==> src/rtl/branch_predictor.sv <==
// Direct-mapped 2-bit-counter branch predictor with stored targets and ID-stage redirect.
// Optional tag storage/compare is enabled by defining BRANCH_PREDICTOR_TAG_EN.
module branch_predictor #(
    parameter int IDX_BITS = 4
) (
    input  logic        clk,
    input  logic        reset,
    input  logic [31:0] if_pc,
    output logic        pred_taken,
    output logic [31:0] pred_target,
    input  logic        res_valid,
    input  logic [31:0] res_pc,
    input  logic        res_taken,
    input  logic [31:0] res_target,
    input  logic        id_pred_taken,
    input  logic [31:0] id_pred_target,
    output logic        mispredict,
    output logic [31:0] redirect_pc,
    output logic [15:0] miss_cnt
);

    localparam int ENTRIES = 1 << IDX_BITS;
    localparam int TAG_W   = 30 - IDX_BITS;

    logic        valid_q  [ENTRIES];
    logic [29:0] target_q [ENTRIES];
    logic [1:0]  ctr_q    [ENTRIES];
`ifdef BRANCH_PREDICTOR_TAG_EN
    logic [TAG_W-1:0] tag_q [ENTRIES];
`endif

    logic [IDX_BITS-1:0] rd_idx;
    logic [IDX_BITS-1:0] wr_idx;
    logic                rd_hit;
    logic                wr_hit;
    logic [1:0]          ctr_next;

    assign rd_idx = if_pc[IDX_BITS+1:2];
    assign wr_idx = res_pc[IDX_BITS+1:2];

`ifdef BRANCH_PREDICTOR_TAG_EN
    assign rd_hit = valid_q[rd_idx] && (tag_q[rd_idx] == if_pc[31:IDX_BITS+2]);
    assign wr_hit = valid_q[wr_idx] && (tag_q[wr_idx] == res_pc[31:IDX_BITS+2]);
`else
    // Without tags, any valid entry is a hit and aliasing branches share it.
    assign rd_hit = valid_q[rd_idx];
    assign wr_hit = valid_q[wr_idx];
`endif

    // Lookup reads the registered table only, so a same-cycle write is not bypassed.
    assign pred_taken  = rd_hit && ctr_q[rd_idx][1];
    assign pred_target = pred_taken ? {target_q[rd_idx], 2'b00} : if_pc + 32'd4;

    assign mispredict  = res_valid &&
                         ((res_taken != id_pred_taken) ||
                          (res_taken && (res_target != id_pred_target)));
    assign redirect_pc = (mispredict && res_taken) ? res_target : res_pc + 32'd4;

    always_comb begin
        ctr_next = ctr_q[wr_idx];
        if (res_taken) begin
            if (ctr_q[wr_idx] != 2'b11) ctr_next = ctr_q[wr_idx] + 2'b01;
        end else begin
            if (ctr_q[wr_idx] != 2'b00) ctr_next = ctr_q[wr_idx] - 2'b01;
        end
    end

    always_ff @(posedge clk) begin
        if (reset) begin
            for (int i = 0; i < ENTRIES; i++) begin
                valid_q[i]  <= 1'b0;
                target_q[i] <= '0;
                ctr_q[i]    <= 2'b01;
`ifdef BRANCH_PREDICTOR_TAG_EN
                tag_q[i]    <= '0;
`endif
            end
        end else if (res_valid) begin
            if (wr_hit) begin
                ctr_q[wr_idx] <= ctr_next;
                if (res_taken) target_q[wr_idx] <= res_target[31:2];
            end else if (res_taken) begin
                valid_q[wr_idx]  <= 1'b1;
                target_q[wr_idx] <= res_target[31:2];
                ctr_q[wr_idx]    <= 2'b10;
`ifdef BRANCH_PREDICTOR_TAG_EN
                tag_q[wr_idx]    <= res_pc[31:IDX_BITS+2];
`endif
            end
        end
    end

    always_ff @(posedge clk) begin
        if (reset) begin
            miss_cnt <= 16'd0;
        end else if (mispredict && (miss_cnt != 16'hFFFF)) begin
            miss_cnt <= miss_cnt + 16'd1;
        end
    end

endmodule

==> config.mk <==
export PLATFORM = sky130hd
export DESIGN_NAME = branch_predictor
export DESIGN_NICKNAME = d
export VERILOG_FILES = /design/src/rtl/branch_predictor.sv
export SDC_FILE = /design/constraint.sdc
export NUM_CORES = 1
export LEC_CHECK = 0
export ABC_CLOCK_PERIOD_IN_PS = 3600
export BUFFER_PORTS_ARGS = -buffer_cell sky130_fd_sc_hd__buf_2
export CORE_ASPECT_RATIO = 1.1
export CORE_MARGIN = 2
export CORE_UTILIZATION = 35
export CTS_CLUSTER_DIAMETER = 200
export DETAILED_ROUTE_END_ITERATION = 12
export MAX_ROUTING_LAYER = met4
export SLEW_MARGIN = 5
export SYNTH_ARGS = -nofsm -noshare
export SYNTH_HDL_FRONTEND = slang
export SYNTH_SLANG_ARGS = --single-unit
==> constraint.sdc <==
create_clock -name clk -period 3.6 [get_ports clk]
set_clock_uncertainty 0.2 [all_clocks]
set_input_delay 0.54 -clock clk [delete_from_list [all_inputs] [get_ports clk]]
set_output_delay 0.54 -clock clk [all_outputs]
set_load 0.02 [all_outputs]
-- After elaboration in Yosys (flattened, before gate mapping)
Memory sizes are Yosys's and may differ from the RTL's.
Cells that the tools add are included.
- register bits: 16
- bits in writable memories: 528
- bits of input ports: 133
- word-level logic and storage cells: 56
- memories kept: 3
- memories (name ; words ; width ; read ports ; clocked after memory_dff ; write ports ; RTL line ; RTL):
    target_q ; 16 ; 30 ; 1 ; 0 ; 16 ; 26 ; logic [29:0] target_q [ENTRIES];
    ctr_q ; 16 ; 2 ; 2 ; 0 ; 16 ; 27 ; logic [1:0] ctr_q [ENTRIES];
    valid_q ; 16 ; 1 ; 2 ; 0 ; 16 ; 25 ; logic valid_q [ENTRIES];
- add/subtract/negate cells: 5
- equal/unequal tests: 4
- mux-type cells: 31
- bitwise operators: 2
- reduce and logical (&&, ||, !) cells: 10
- operators with widths (kind ; count):
    $add A32 B3 Y32 const B ; 2
    $mux W32 ; 2
    $mux W30 ; 2
    $ne A32 B32 Y1 ; 1
    $reduce_or A30 Y1 ; 1
    $mux W1 ; 19
    $add A16 B1 Y16 const B ; 1
    $ne A16 B16 Y1 const B ; 1
    $mux W4 ; 3
    $mux W2 ; 5
    $logic_and A1 B1 Y1 ; 5
    $add A2 B1 Y2 const B ; 1
    $ne A2 B2 Y1 const B ; 1
    $or A1 B1 Y1 ; 2
    $reduce_bool A2 Y1 ; 1
    $reduce_or A2 Y1 ; 1
    $sub A2 B1 Y2 const B ; 1
    $logic_or A1 B1 Y1 ; 1
    $ne A1 B1 Y1 ; 1
    $reduce_or A1 Y1 ; 1

-- Logic depth before layout (Yosys ltp)
- depth in word-level cells: 8
- gate-level depth with buffers: 9
- gate-level depth less buffers: 7

-- Least setup slack after synthesis
OpenSTA, ideal clock, no wires.
- path type: input to output
- start point: input port if_pc[2]
- end point: output port pred_target[10]
- arrival: 2455 ps
- required time: 2860 ps
- setup slack: 405 ps
- cell stages on the path: 7
- path buffers: 3
- path through: buf_4 > clkbuf_1 > buf_2 > mux4_2 > mux4_2 > nor2_1 > a21oi_1
- word-level cells in the longest chain between the ends: 3
- RTL lines (what ; RTL line ; RTL):
    from (decl) ; 8 ; input logic [31:0] if_pc,
    parallel branches: the longest is 2 deep, another holds $add A32 B3 Y32 ; n/a ;
    $mux W32 (*) ; 52 ; assign pred_target = pred_taken ? {target_q[rd_idx], 2'b00} : if_pc + 32'd4;
    to (decl) ; 10 ; output logic [31:0] pred_target,
Every way passes the cells marked *.

==> metrics.cfg <==
[status]
outcome=finished clean

[placement]
dp.cells=3119
port_buffers=214
hpwl_um=55900
gp_congestion=0.867

[final_layout]
final_nets=2298
multi_input_area_um2=10100
final_cells=3239
regArea_um2=16000
area_growth_pct=17.8
fillers=6991
drive_above_1_share=0.286
final_util=0.416

[critical_path]
critPathTopFamily=multiplexers
crit_type=flop to primary output
crit_chain=nand2_1 > o21ai_0 > mux4_2 > mux2i_4 > buf_12 > buf_12 > mux2_4 > buf_2
crit_buf_inv=3
crit_top_cell=buf_12
max_stage_delay_ns=0.54
worstSetupEndpoint=pred_target[3]
startpoint=ctr_q[13][1]
end_kind=primary output
crit_fanout=6
cp.depth=8
regToRegSetupSlack_ns=1.08
reg2regPathDepth=6
cp_data_required_time_ns=2.86
critPathArrivalTime_ns=2.75
worstReg2RegEnd=ctr_q[8][0]
timing.rr.start=valid_q[10]
crit_slowest_cell=mux4_2
start_kind=flop

[floorplanning]
die-area_um2=79000
rows=106
start_util=0.353
core_um2=76000
io-pin-count=215
dieHeight_um=295
dieWidth_um=268

[yosys]
seq_area_frac_synth=0.596
yosys.area.top_type_share=0.572
synth_flop_cell=edfxtp_1
ys_ff_latch=544
synth.distinct_cells=54
yosys_warnings=0
synth_edf_count=512
yosys-top-cells-area=edfxtp_1, mux4_2, and2_1
postSynth.asyncResetShare=0
syn_nets=2066
avgSynthCellArea_um2=13.9
yosysTopAreaCell=edfxtp_1
syn_area_um2=26900
synthCells=1927

[detailed_routing]
num_vias=17607
wire_per_inst_um=26.2
antenna_left=0
dr.pass1.iters=6
drc=0
viasPerCell=5.44
drt_iter0_drc=1488
finalWirelength_um=84800

[power]
leakagePower_nw=11.4
ir_drop_mv=0.351
pwr_density_cell_nw_per_um2=463

[cts]
clkSlewWorstSetupHoldPaths_ns=0.06
cts_max_path_buffers=3
hold_buffers=0
cts_made_buffers=59
clock_latency_ns=0.64
cts_tree=yes
cts_root_buf=clkbuf_16
htreeDepth=2
clock_sinks=544

[sta]
min_period_over_period=0.969
fmax_ghz=0.287
hold_viol=0
fin_crit_ns=3.49
finalMaxSlewViolations=0
max_slew_margin=0.440
worst_slew_pin_slew_ns=0.840
finalSetupViolCount=0
hold-worst-slack_ns=0.201

[global_routing]
antenna_found_initial=6
grt.overflow.total=0
grt_use_total=0.222
grt_max_degree=71
grt_pass1_wl_um=123000
grt_pass1_vias=17993

[min_path]
hold_path_class=primary input to flop
min_from=res_pc[5]

[run]
cap_violations=0

-- how the worst min path moves through the flow --
stage,endpoint,slack [ns],cells past startpoint
2_1_floorplan,valid_q[15],0.24,2
3_3_place_gp,valid_q[15],0.27,2
3_5_place_dp,valid_q[15],0.28,2
4_1_cts,ctr_q[0][0],0.17,3
5_1_grt,ctr_q[2][0],0.20,3
6_report,ctr_q[2][0],0.20,3
-- logic make-up after synthesis --
group / count (synthesis) / share of synthesized area
flops: 544 / 0.596
xor+xnor: 84 / 0.0274
compound gates: 96 / 0.0209
mux: 204 / 0.155
fa+ha+maj: 7 / 0.00321
simple gates: 792 / 0.166
buf+inv: 200 / 0.0305
-- synthesized netlist by cell type, drive strengths merged (2+ instances only) --
cell	instances
o21a	3
nand3	39
dfxtp	32
and4	8
nor2	115
nand4	34
nand2	59
a22oi	4
and2	319
ha	6
or2	12
inv	33
o21bai	7
buf	35
clkinv	3
and3	129
xnor2	59
mux4	164
o22ai	15
a21oi	41
o31ai	2
nor3	32
mux2i	6
nor4	2
mux2	34
nor2b	8
nand2b	24
or3	7
edfxtp	512
xor2	25
o21ai	19
or4	2
clkbuf	129
nor4b	2
-- worst reg2reg max path: stages, from the launching register on --
cell and delay, ns:
dfxtp_1 0.35, mux4_1 0.53, a22oi_1 0.26, nand2_1 0.14
o21a_1 0.41, nand3_1 0.24, nand2b_1 0.11
-- power breakdown --
| part | internal (mW) | switching [mW] |
|---|---|---|
| Combinational | 0.621 | 0.898 |
| Clock | 3.25 | 2.57 |
| Sequential | 7.22 | 0.0900 |
-- cells in the final DEF (no fill, tap or decap), types with 31 or more instances in the layout --
master / netlist / final
xnor2_1: 59 / 59
edfxtp_1: 512 / 512
nor3_1: 32 / 32
nand3_1: 38 / 38
buf_2: 24 / 211
buf_4: 2 / 99
nor2_1: 115 / 110
and2_1: 318 / 318
mux4_2: 155 / 155
clkbuf_16: 0 / 59
inv_1: 32 / 32
nand4_1: 34 / 34
and3_1: 129 / 128
mux2_2: 32 / 31
a21oi_1: 41 / 38
dfxtp_1: 32 / 32
nand2_1: 58 / 58
-- through the flow --
| step | power, mW | area [um2] | setup WS, ns | setup TNS, ns |
|---|---|---|---|---|
| 5_1_grt | 15.1 | 31600 | -0.00137 | -0.00137 |
| 3_3_place_gp | 8.93 | 29700 | 0.142 | 0 |
| 2_1_floorplan | 8.25 | 26900 | 0.405 | 0 |
| 4_1_cts | 14.7 | 31600 | 0.00491 | 0 |
| 3_5_place_dp | 8.97 | 29700 | 0.115 | 0 |
| 6_report | 14.6 | 31600 | 0.112 | 0 |
-- repair_timing --
item / 4_1_cts / 5_1_grt
setup endpoints to repair: 6 / 27
buffers inserted: 4 / 1
resized for setup: 4 / 6
pin swaps: 0 / 1
gates cloned: 1 / 0
-- sequential cells by signal (all words and copies together), names as in the netlist --
register	flops
ctr_q	32
valid_q	16
target_q	480
miss_cnt	16
-- layout make-up --
cell class / instances / share of cell area
sequential: 544 / 0.506
tap: 1026 / 0.0406
multi-input combinational: 1183 / 0.319
antenna: 4 / 0.000316
timing repair buffer: 335 / 0.0717
clock inverter: 34 / 0.00941
clock buffer: 77 / 0.0488
inverter: 36 / 0.00427
-- per-layer routing --
metal,part of all wire,global-route usage
met5,0,-
met4,0.024,0.0538
met3,0.073,0.0366
met2,0.50,0.370
met1,0.41,0.284
Power figures use the tool's default switching activity.
